<file path="config.mk">
export PLATFORM = sky130hd
export DESIGN_NAME = fetch_unit
export DESIGN_NICKNAME = d
export VERILOG_FILES = /design/src/rtl/fetch_unit.sv
export SDC_FILE = /design/constraint.sdc
export NUM_CORES = 1
export LEC_CHECK = 0
export CORE_ASPECT_RATIO = 1.4
export CORE_UTILIZATION = 45
export DETAILED_ROUTE_END_ITERATION = 16
export PLACE_DENSITY = 0.69
export SLEW_MARGIN = 20
export SYNTH_ARGS = -nofsm -noshare
export SYNTH_HDL_FRONTEND = slang
export SYNTH_SLANG_ARGS = --single-unit
</file>
<file path="constraint.sdc">
create_clock -name i_clk -period 3.2 [get_ports i_clk]
set_input_delay 0.64 -clock i_clk [delete_from_list [all_inputs] [get_ports i_clk]]
set_output_delay 0.64 -clock i_clk [all_outputs]
set_load 0.01 [all_outputs]
</file>
<file path="src/rtl/fetch_unit.sv">
// -----------------------------------------------------------------------------
// fetch_unit
// Instruction fetch front-end. Keeps a fetch pointer, issues in-order read
// requests to instruction ROM (request/grant, in-order response-valid), buffers
// returned words in a small prefetch FIFO and hands them to decode through a
// valid/ready handshake. A redirect flushes the FIFO and discards any words
// still in flight from the old stream.
//
// Ports
//   i_clk            clock, rising edge
//   i_rst_n          asynchronous active-low reset
//   i_redirect       restart fetch at i_redirect_addr
//   i_redirect_addr  new fetch address
//   o_rom_req        ROM read request valid
//   o_rom_addr       ROM read address (stable while o_rom_req is held)
//   i_rom_gnt        ROM accepts the request this cycle
//   i_rom_rvalid     ROM read data valid (in request order, latency >= 1)
//   i_rom_rdata      ROM read data
//   o_instr_valid    o_instr holds a valid instruction
//   i_instr_ready    decode accepts o_instr
//   o_instr          instruction word at FIFO head
//   o_instr_pc       address of o_instr
// -----------------------------------------------------------------------------
module fetch_unit #(
  parameter int ADDR_W = 16,
  parameter int DATA_W = 16,
  parameter int DEPTH  = 4
) (
  input  logic              i_clk,
  input  logic              i_rst_n,
  input  logic              i_redirect,
  input  logic [ADDR_W-1:0] i_redirect_addr,
  output logic              o_rom_req,
  output logic [ADDR_W-1:0] o_rom_addr,
  input  logic              i_rom_gnt,
  input  logic              i_rom_rvalid,
  input  logic [DATA_W-1:0] i_rom_rdata,
  output logic              o_instr_valid,
  input  logic              i_instr_ready,
  output logic [DATA_W-1:0] o_instr,
  output logic [ADDR_W-1:0] o_instr_pc
);

  localparam int PW = $clog2(DEPTH);
  // counters must hold the value DEPTH itself
  localparam int CW = PW + 1;
  localparam logic [CW:0]   CREDIT_LIMIT = (CW+1)'(DEPTH);
  localparam logic [CW-1:0] FULL_COUNT   = CW'(DEPTH);

  logic [DATA_W-1:0] r_mem [DEPTH];
  logic [PW-1:0]     r_wptr;
  logic [PW-1:0]     r_rptr;
  logic [CW-1:0]     r_count;
  logic [CW-1:0]     r_outstanding;
  logic [CW-1:0]     r_drop;
  logic [ADDR_W-1:0] r_fpc;
  logic [ADDR_W-1:0] r_hpc;
  // holds requests off while reset is asserted and for the first cycle after
  logic              r_run;

  logic          w_credit;
  logic          w_issue;
  logic          w_valid;
  logic          w_pop;
  logic          w_drop_resp;
  logic          w_push;
  logic [CW-1:0] w_out_next;

  // credit covers both buffered words and words still in flight, so every
  // granted request is guaranteed a FIFO slot when it returns
  assign w_credit    = ({1'b0, r_count} + {1'b0, r_outstanding}) < CREDIT_LIMIT;
  assign o_rom_req   = r_run & w_credit & ~i_redirect;
  assign o_rom_addr  = r_fpc;
  assign w_issue     = o_rom_req & i_rom_gnt;

  assign w_valid       = (r_count != '0);
  assign o_instr_valid = w_valid;
  assign o_instr       = r_mem[r_rptr];
  assign o_instr_pc    = r_hpc;
  assign w_pop         = w_valid & i_instr_ready;

  // responses belonging to a stream abandoned by redirect are swallowed
  assign w_drop_resp = i_rom_rvalid & (r_drop != '0);
  assign w_push      = i_rom_rvalid & ~w_drop_resp & ~i_redirect;
  assign w_out_next  = r_outstanding + CW'(w_issue) - CW'(i_rom_rvalid);

  always_ff @(posedge i_clk or negedge i_rst_n) begin
    if (!i_rst_n) begin
      for (int i = 0; i < DEPTH; i++) begin
        r_mem[i] <= '0;
      end
      r_wptr        <= '0;
      r_rptr        <= '0;
      r_count       <= '0;
      r_outstanding <= '0;
      r_drop        <= '0;
      r_fpc         <= '0;
      r_hpc         <= '0;
      r_run         <= 1'b0;
    end else begin
      r_run         <= 1'b1;
      r_outstanding <= w_out_next;
      if (i_redirect) begin
        // w_issue is 0 here, so w_out_next is the count still in flight
        r_fpc   <= i_redirect_addr;
        r_hpc   <= i_redirect_addr;
        r_wptr  <= '0;
        r_rptr  <= '0;
        r_count <= '0;
        r_drop  <= w_out_next;
      end else begin
        if (w_issue) begin
          r_fpc <= r_fpc + ADDR_W'(1);
        end
        if (w_drop_resp) begin
          r_drop <= r_drop - CW'(1);
        end
        if (w_push) begin
          r_mem[r_wptr] <= i_rom_rdata;
          r_wptr        <= r_wptr + PW'(1);
        end
        if (w_pop) begin
          r_rptr <= r_rptr + PW'(1);
          r_hpc  <= r_hpc + ADDR_W'(1);
        end
        r_count <= r_count + CW'(w_push) - CW'(w_pop);
      end
    end
  end

  // the credit rule makes this unreachable; firing means the credit math broke
  a_no_overflow: assert property (@(posedge i_clk) disable iff (!i_rst_n)
    !(w_push && (r_count == FULL_COUNT)));

endmodule

</file>
# [Word level (Yosys, flattened, before mapping)]
# Cells that the tools add are included.
[totals] regBits=110 inputBits=38 output_inout_bits=50 elab_cells=62
[classes] addsub=10 magnitude_cmp=4 n_mux=17 n_bitwise=11 reduce_logical=8
[ops] cell="$mux W16" n=7
[ops] cell="$bwmux W64" n=1
[ops] cell="$add A16 B1 Y16 const B" n=2
[ops] cell="$bmux W16 S2" n=1
[ops] cell="$demux W16 S2" n=1
[ops] cell="$mux W3" n=3
[ops] cell="$mux W2" n=4
[ops] cell="$reduce_bool A2 Y1" n=4
[ops] cell="$and A1 B1 Y1" n=7
[ops] cell="$add A3 B1 Y3" n=2
[ops] cell="$ge A3 B3 Y1 const B" n=2
[ops] cell="$not A2 Y3" n=2
[ops] cell="$reduce_bool A3 Y1" n=2
[ops] cell="$sub A3 B1 Y3" n=2
[ops] cell="$add A2 B1 Y2 const B" n=2
[ops] cell="$add A3 B3 Y4" n=1
[ops] cell="$lt A4 B3 Y1 const B" n=1
[ops] cell="$lt A3 B1 Y1 const B" n=1
[ops] cell="$sub A3 B1 Y3 const B" n=1
[ops] cell="$not A1 Y1" n=2
[ops] cell="$reduce_and A2 Y1" n=1
[ops] cell="$logic_and A1 B1 Y1" n=1

# [Longest topological paths before layout]
[depth] depth_word=8 mapped_depth=13

# [Worst setup path before layout]
# OpenSTA, ideal clock, no wires.
[synth_path] path_kind="register to register" startpoint="register r_count[2]" endpoint="register r_drop[2]" setup_time_ps=136 arrival_time_ps=2647 path_slack_ps=417 path_stages_with_launch=14 period_less_slack_ps=2783 path_cell_list="dfrtp_1 > ha_1 > nor4b_2 > and4_1 > buf_6 > inv_2 > buf_2 > ha_1 > inv_1 > ha_1 > fa_1 > xnor2_1 > nand2_1 > o21ai_0"
[synth_between] elab_chain_cells=8
[synth_lines] item="from (decl)" line="53" source="logic [CW-1:0] r_count;"
[synth_lines] item="from (signal assigned)" line="126" source="r_count <= r_count + CW'(w_push) - CW'(w_pop);"
[synth_lines] item="$add A3 B3 Y4" line="71" source="assign w_credit = ({1'b0, r_count} + {1'b0, r_outstanding}) < CREDIT_LIMIT;"
[synth_lines] item="$lt A4 B3 Y1" line="71"
[synth_lines] item="$and A1 B1 Y1 (2 in a row)" line="72" source="assign o_rom_req = r_run & w_credit & ~i_redirect;"
[synth_lines] item="$and A1 B1 Y1" line="74" source="assign w_issue = o_rom_req & i_rom_gnt;"
[synth_lines] item="$add A3 B1 Y3" line="85" source="assign w_out_next = r_outstanding + CW'(w_issue) - CW'(i_rom_rvalid);"
[synth_lines] item="$sub A3 B1 Y3" line="85"
[synth_lines] item="net w_out_next[2]" line="67" source="logic [CW-1:0] w_out_next;"
[synth_lines] item="$mux W3" line="103" source="if (i_redirect) begin"
[synth_lines] item="to (signal assigned)" line="110" source="r_drop <= w_out_next;"
[synth_lines] item="to (signal assigned)" line="116" source="r_drop <= r_drop - CW'(1);"
[synth_lines] item="to (decl)" line="55" source="logic [CW-1:0] r_drop;"
# The timed path passes the listed nets, and every way through them passes these cells.
# A chain may end at the register's enable or synchronous reset.

# [Worst setup path after layout]
[layout_path] startpoint="input i_redirect" endpoint="output o_rom_req"
[layout_between] elab_chain_cells=2
[layout_lines] item="from (decl)" line="31" source="input logic i_redirect,"
[layout_lines] item="$not A1 Y1 (no source line)"
[layout_lines] item="$and A1 B1 Y1" line="72"
[layout_lines] item="to (decl)" line="33" source="output logic o_rom_req,"
# No other way between the ends.

==> run_results.csv <==
group,metric,value,unit
floorplan,dieArea,0.0123,mm²
timing,hold_viol,0,
routing,wl_met3,397,µm
synth,synth_edf_count,0,
routing,wl_per_cell,18.1,µm
grt,grt_max_degree,61,
floorplan,start_util,46.8,%
floorplan,die_h,131,µm
routing,vias,3831,
synth,postSynthCellCount,436,
timing,worst_pin_slew,0.867,ns
setup_path,crit_path_max_fanout,3,
grt,track_usage,21.4,%
synth,synth.largest_area_cell,"dfrtp_1",
floorplan,row_count,46,
floorplan,fp.coreArea,0.0115,mm²
cts,cts_max_path_buffers,2,
synth,synth_common_cells,"dfrtp_1, mux2_2, nand2_1",
timing,fin_tns_setup,0,ns
synth,ys_types,44,
power,p_total,0.00471,W
synth,ys.flop_type,"dfrtp_1",
flow_run,cap_violations,0,
floorplan,die_w,94.2,µm
routing,viasPerCell,5.67,
timing,max_slew_margin,41.4,%
synth,ys_seq_elements,110,
cts,cts_tree,"built",
cts,clk_pin_slew_worst_paths,0.07,ns
setup_path,arrival,2.25,ns
cells_and_area,fin_area,0.00675,mm²
setup_path,crit_required,2.56,ns
cts,cts_buffers,9,
cells_and_area,diodes,0,
placement,place_area,0.00642,mm²
cts,cts.sinks,110,
grt,grt_pass1_vias,4062,
synth,synth_top_area_share,51.4,%
cts,hold_buffers,0,
floorplan,io_pins,88,
routing,drc_errors,0,
setup_path,slowest_delay,0.54,ns
grt,grt.overflow.total,0,
status,status,"finished, final reports clean",
setup_path,crit_path_top_delay_cell,"clkdlybuf4s50_1",
setup_path,reg2regPathDepth,9,
routing,wl_met1,5.06,mm
timing,setup_violations,0,
synth,seq_area_frac_synth,51.4,%
setup_path,endpoint_kind,"output pin",
routing,totalWireLength,12.2,mm
cells_and_area,drive_gt1_share,21.1,%
power,cellLeakagePower,2.95,nW
cells_and_area,area_growth,26.0,%
synth,ys_async_sr_fraction,100,%
routing,postRouteAntennaNets,0,
power,power_density,697,mW/mm²
min_path,min_path_type,"input pin to async pin",
timing,rsz0062_at_grt,"false",
synth,syn-mean-instance-area,12.3,µm²
synth,syn_area,0.00536,mm²
placement,place.gp.congestion,0.866,
setup_path,path_depth,4,
setup_path,crit_end,"o_rom_req",
synth,synth_fp_nets,490,
grt,antenna_found_initial,0,
cts,clk_latency,0.34,ns
timing,fmax,346,MHz
timing,skew,0.00574,ns
timing,period_needed,2.89,ns
timing,slew_viol_final,0,
setup_path,path_cells,"clkdlybuf4s50_1 -> nor4b_2 -> and3_1 -> clkdlybuf4s50_1",
setup_path,ff2ff_setup_slack,0.46,ns
setup_path,timing.rr.start,"r_count[1]",
routing,routed.top_layer,"met4",
routing,drt_iter0_drc,166,
cells_and_area,num-nets-final,581,
power,irDropWorstVdd,0.341,mV
cts,cts_setup_buffers,0,
grt,grt_pass1_wl,20.1,mm
setup_path,crit_buf_inv,2,
cts,ctsResizeCount,0,
synth,yosysMostFrequentCell,"dfrtp_1",
placement,dpl.hpwl,8.48,mm
setup_path,worst-setup-path-type,"input pin to output pin",
synth,synth_area_leaders,"dfrtp_1, mux2_2, mux4_2",
timing,final.period_utilization,90.3,%
synth,yosys_warnings,0,
routing,drt-pass1-iter-count,4,
cts,root_buffer,"clkbuf_16",
setup_path,cp-start-kind,"input pin",
setup_path,path_delay_family,"buffers and inverters",
cts,cts-htree-levels,3,
setup_path,startpoint,"i_redirect",
placement,port_buffers,87,
setup_path,r2r_end,"r_count[2]",
routing,met2_length,6.48,mm
setup_path,cp_common_cell,"clkdlybuf4s50_1",
per-layer routing:
layer	global-route usage [%]	up-vias
li1	-	1767
met1	26.1	1940
met2	38.4	108
met3	2.42	16
met4	8.87	0
met5	0	-
power breakdown:
group / total, W / internal (W) / switching [W]
clock: 0.00121 / 0.000710 / 0.000503
sequential: 0.00189 / 0.00167 / 0.000222
combinational: 0.00161 / 0.000938 / 0.000668
total: 0.00471 / 0.00331 / 0.00139
through the flow:
step | setup slack (ns) | std cells | hold slack, ns | util (%)
floorplan | 0.417 | 436 | 0.344 | -
global placement | 0.140 | 660 | 0.481 | 56.1
detailed placement | 0.0419 | 660 | 0.487 | 56.1
CTS | 0.312 | 676 | 0.348 | 58.9
global route | 0.258 | 676 | 0.388 | 58.9
finish | 0.311 | 676 | 0.320 | 58.9
worst reg2reg max path: cells and delay by family, from the launching register on:
kind,cells,cell delay [ns]
fa+ha+maj,3,0.88
compound gates,1,0.66
flops,1,0.47
buf+inv,3,0.39
xor+xnor,1,0.17
simple gates,1,0.06
sequential cells by signal (all words and copies together) (netlist names):
signal,count
r_rptr,2
r_run,1
o_instr_pc,16
r_count,3
o_rom_addr,16
r_drop,3
r_mem,64
r_outstanding,3
r_wptr,2
worst min-delay path by stage:
stage / from / endpoint / slack [ns] / depth (start not counted)
after CTS: i_rst_n / o_rom_addr[13] / 0.35 / 1
after floorplan: i_rst_n / o_instr_pc[0] / 0.34 / 0
after detailed placement: r_mem[19] / r_mem[19] / 0.49 / 1
final: i_rst_n / o_rom_addr[12] / 0.32 / 1
after global placement: r_mem[28] / r_mem[28] / 0.48 / 1
after global routing: i_rst_n / o_rom_addr[13] / 0.39 / 1
kinds of logic (layout without fill, tap and decap cells):
logic type	Yosys count	count (layout)	synth area share [%]
simple gates	112	112	11.0
flops	110	110	51.4
mux	82	82	20.6
xor+xnor	18	18	2.94
compound gates	56	56	6.91
other cells	1	1	0.0700
fa+ha+maj	16	16	4.02
buf+inv	41	137	3.08
layout make-up:
class	instances	area [µm²]
clock buffers	11	243
fillers	968	4700
well taps	144	180
flip-flops and latches	110	2750
multi-input cells	285	2440
inverters	22	82.6
repair buffers	99	971
clock inverters	5	81.3
layout by cell type (no fill, tap or decap), drive strengths merged, types with 7 or more instances in the layout:
master         count
buf               13
a21oi              9
or4                7
nand4              9
xor2               8
inv               23
or3               13
ha                14
clkdlybuf4s50     86
clkbuf            11
mux4              16
nand2             36
mux2              65
nand3             15
xnor2             10
nor2              12
o211ai            11
dfrtp            110
o21ai             15
(Power assumes the default switching activity.)
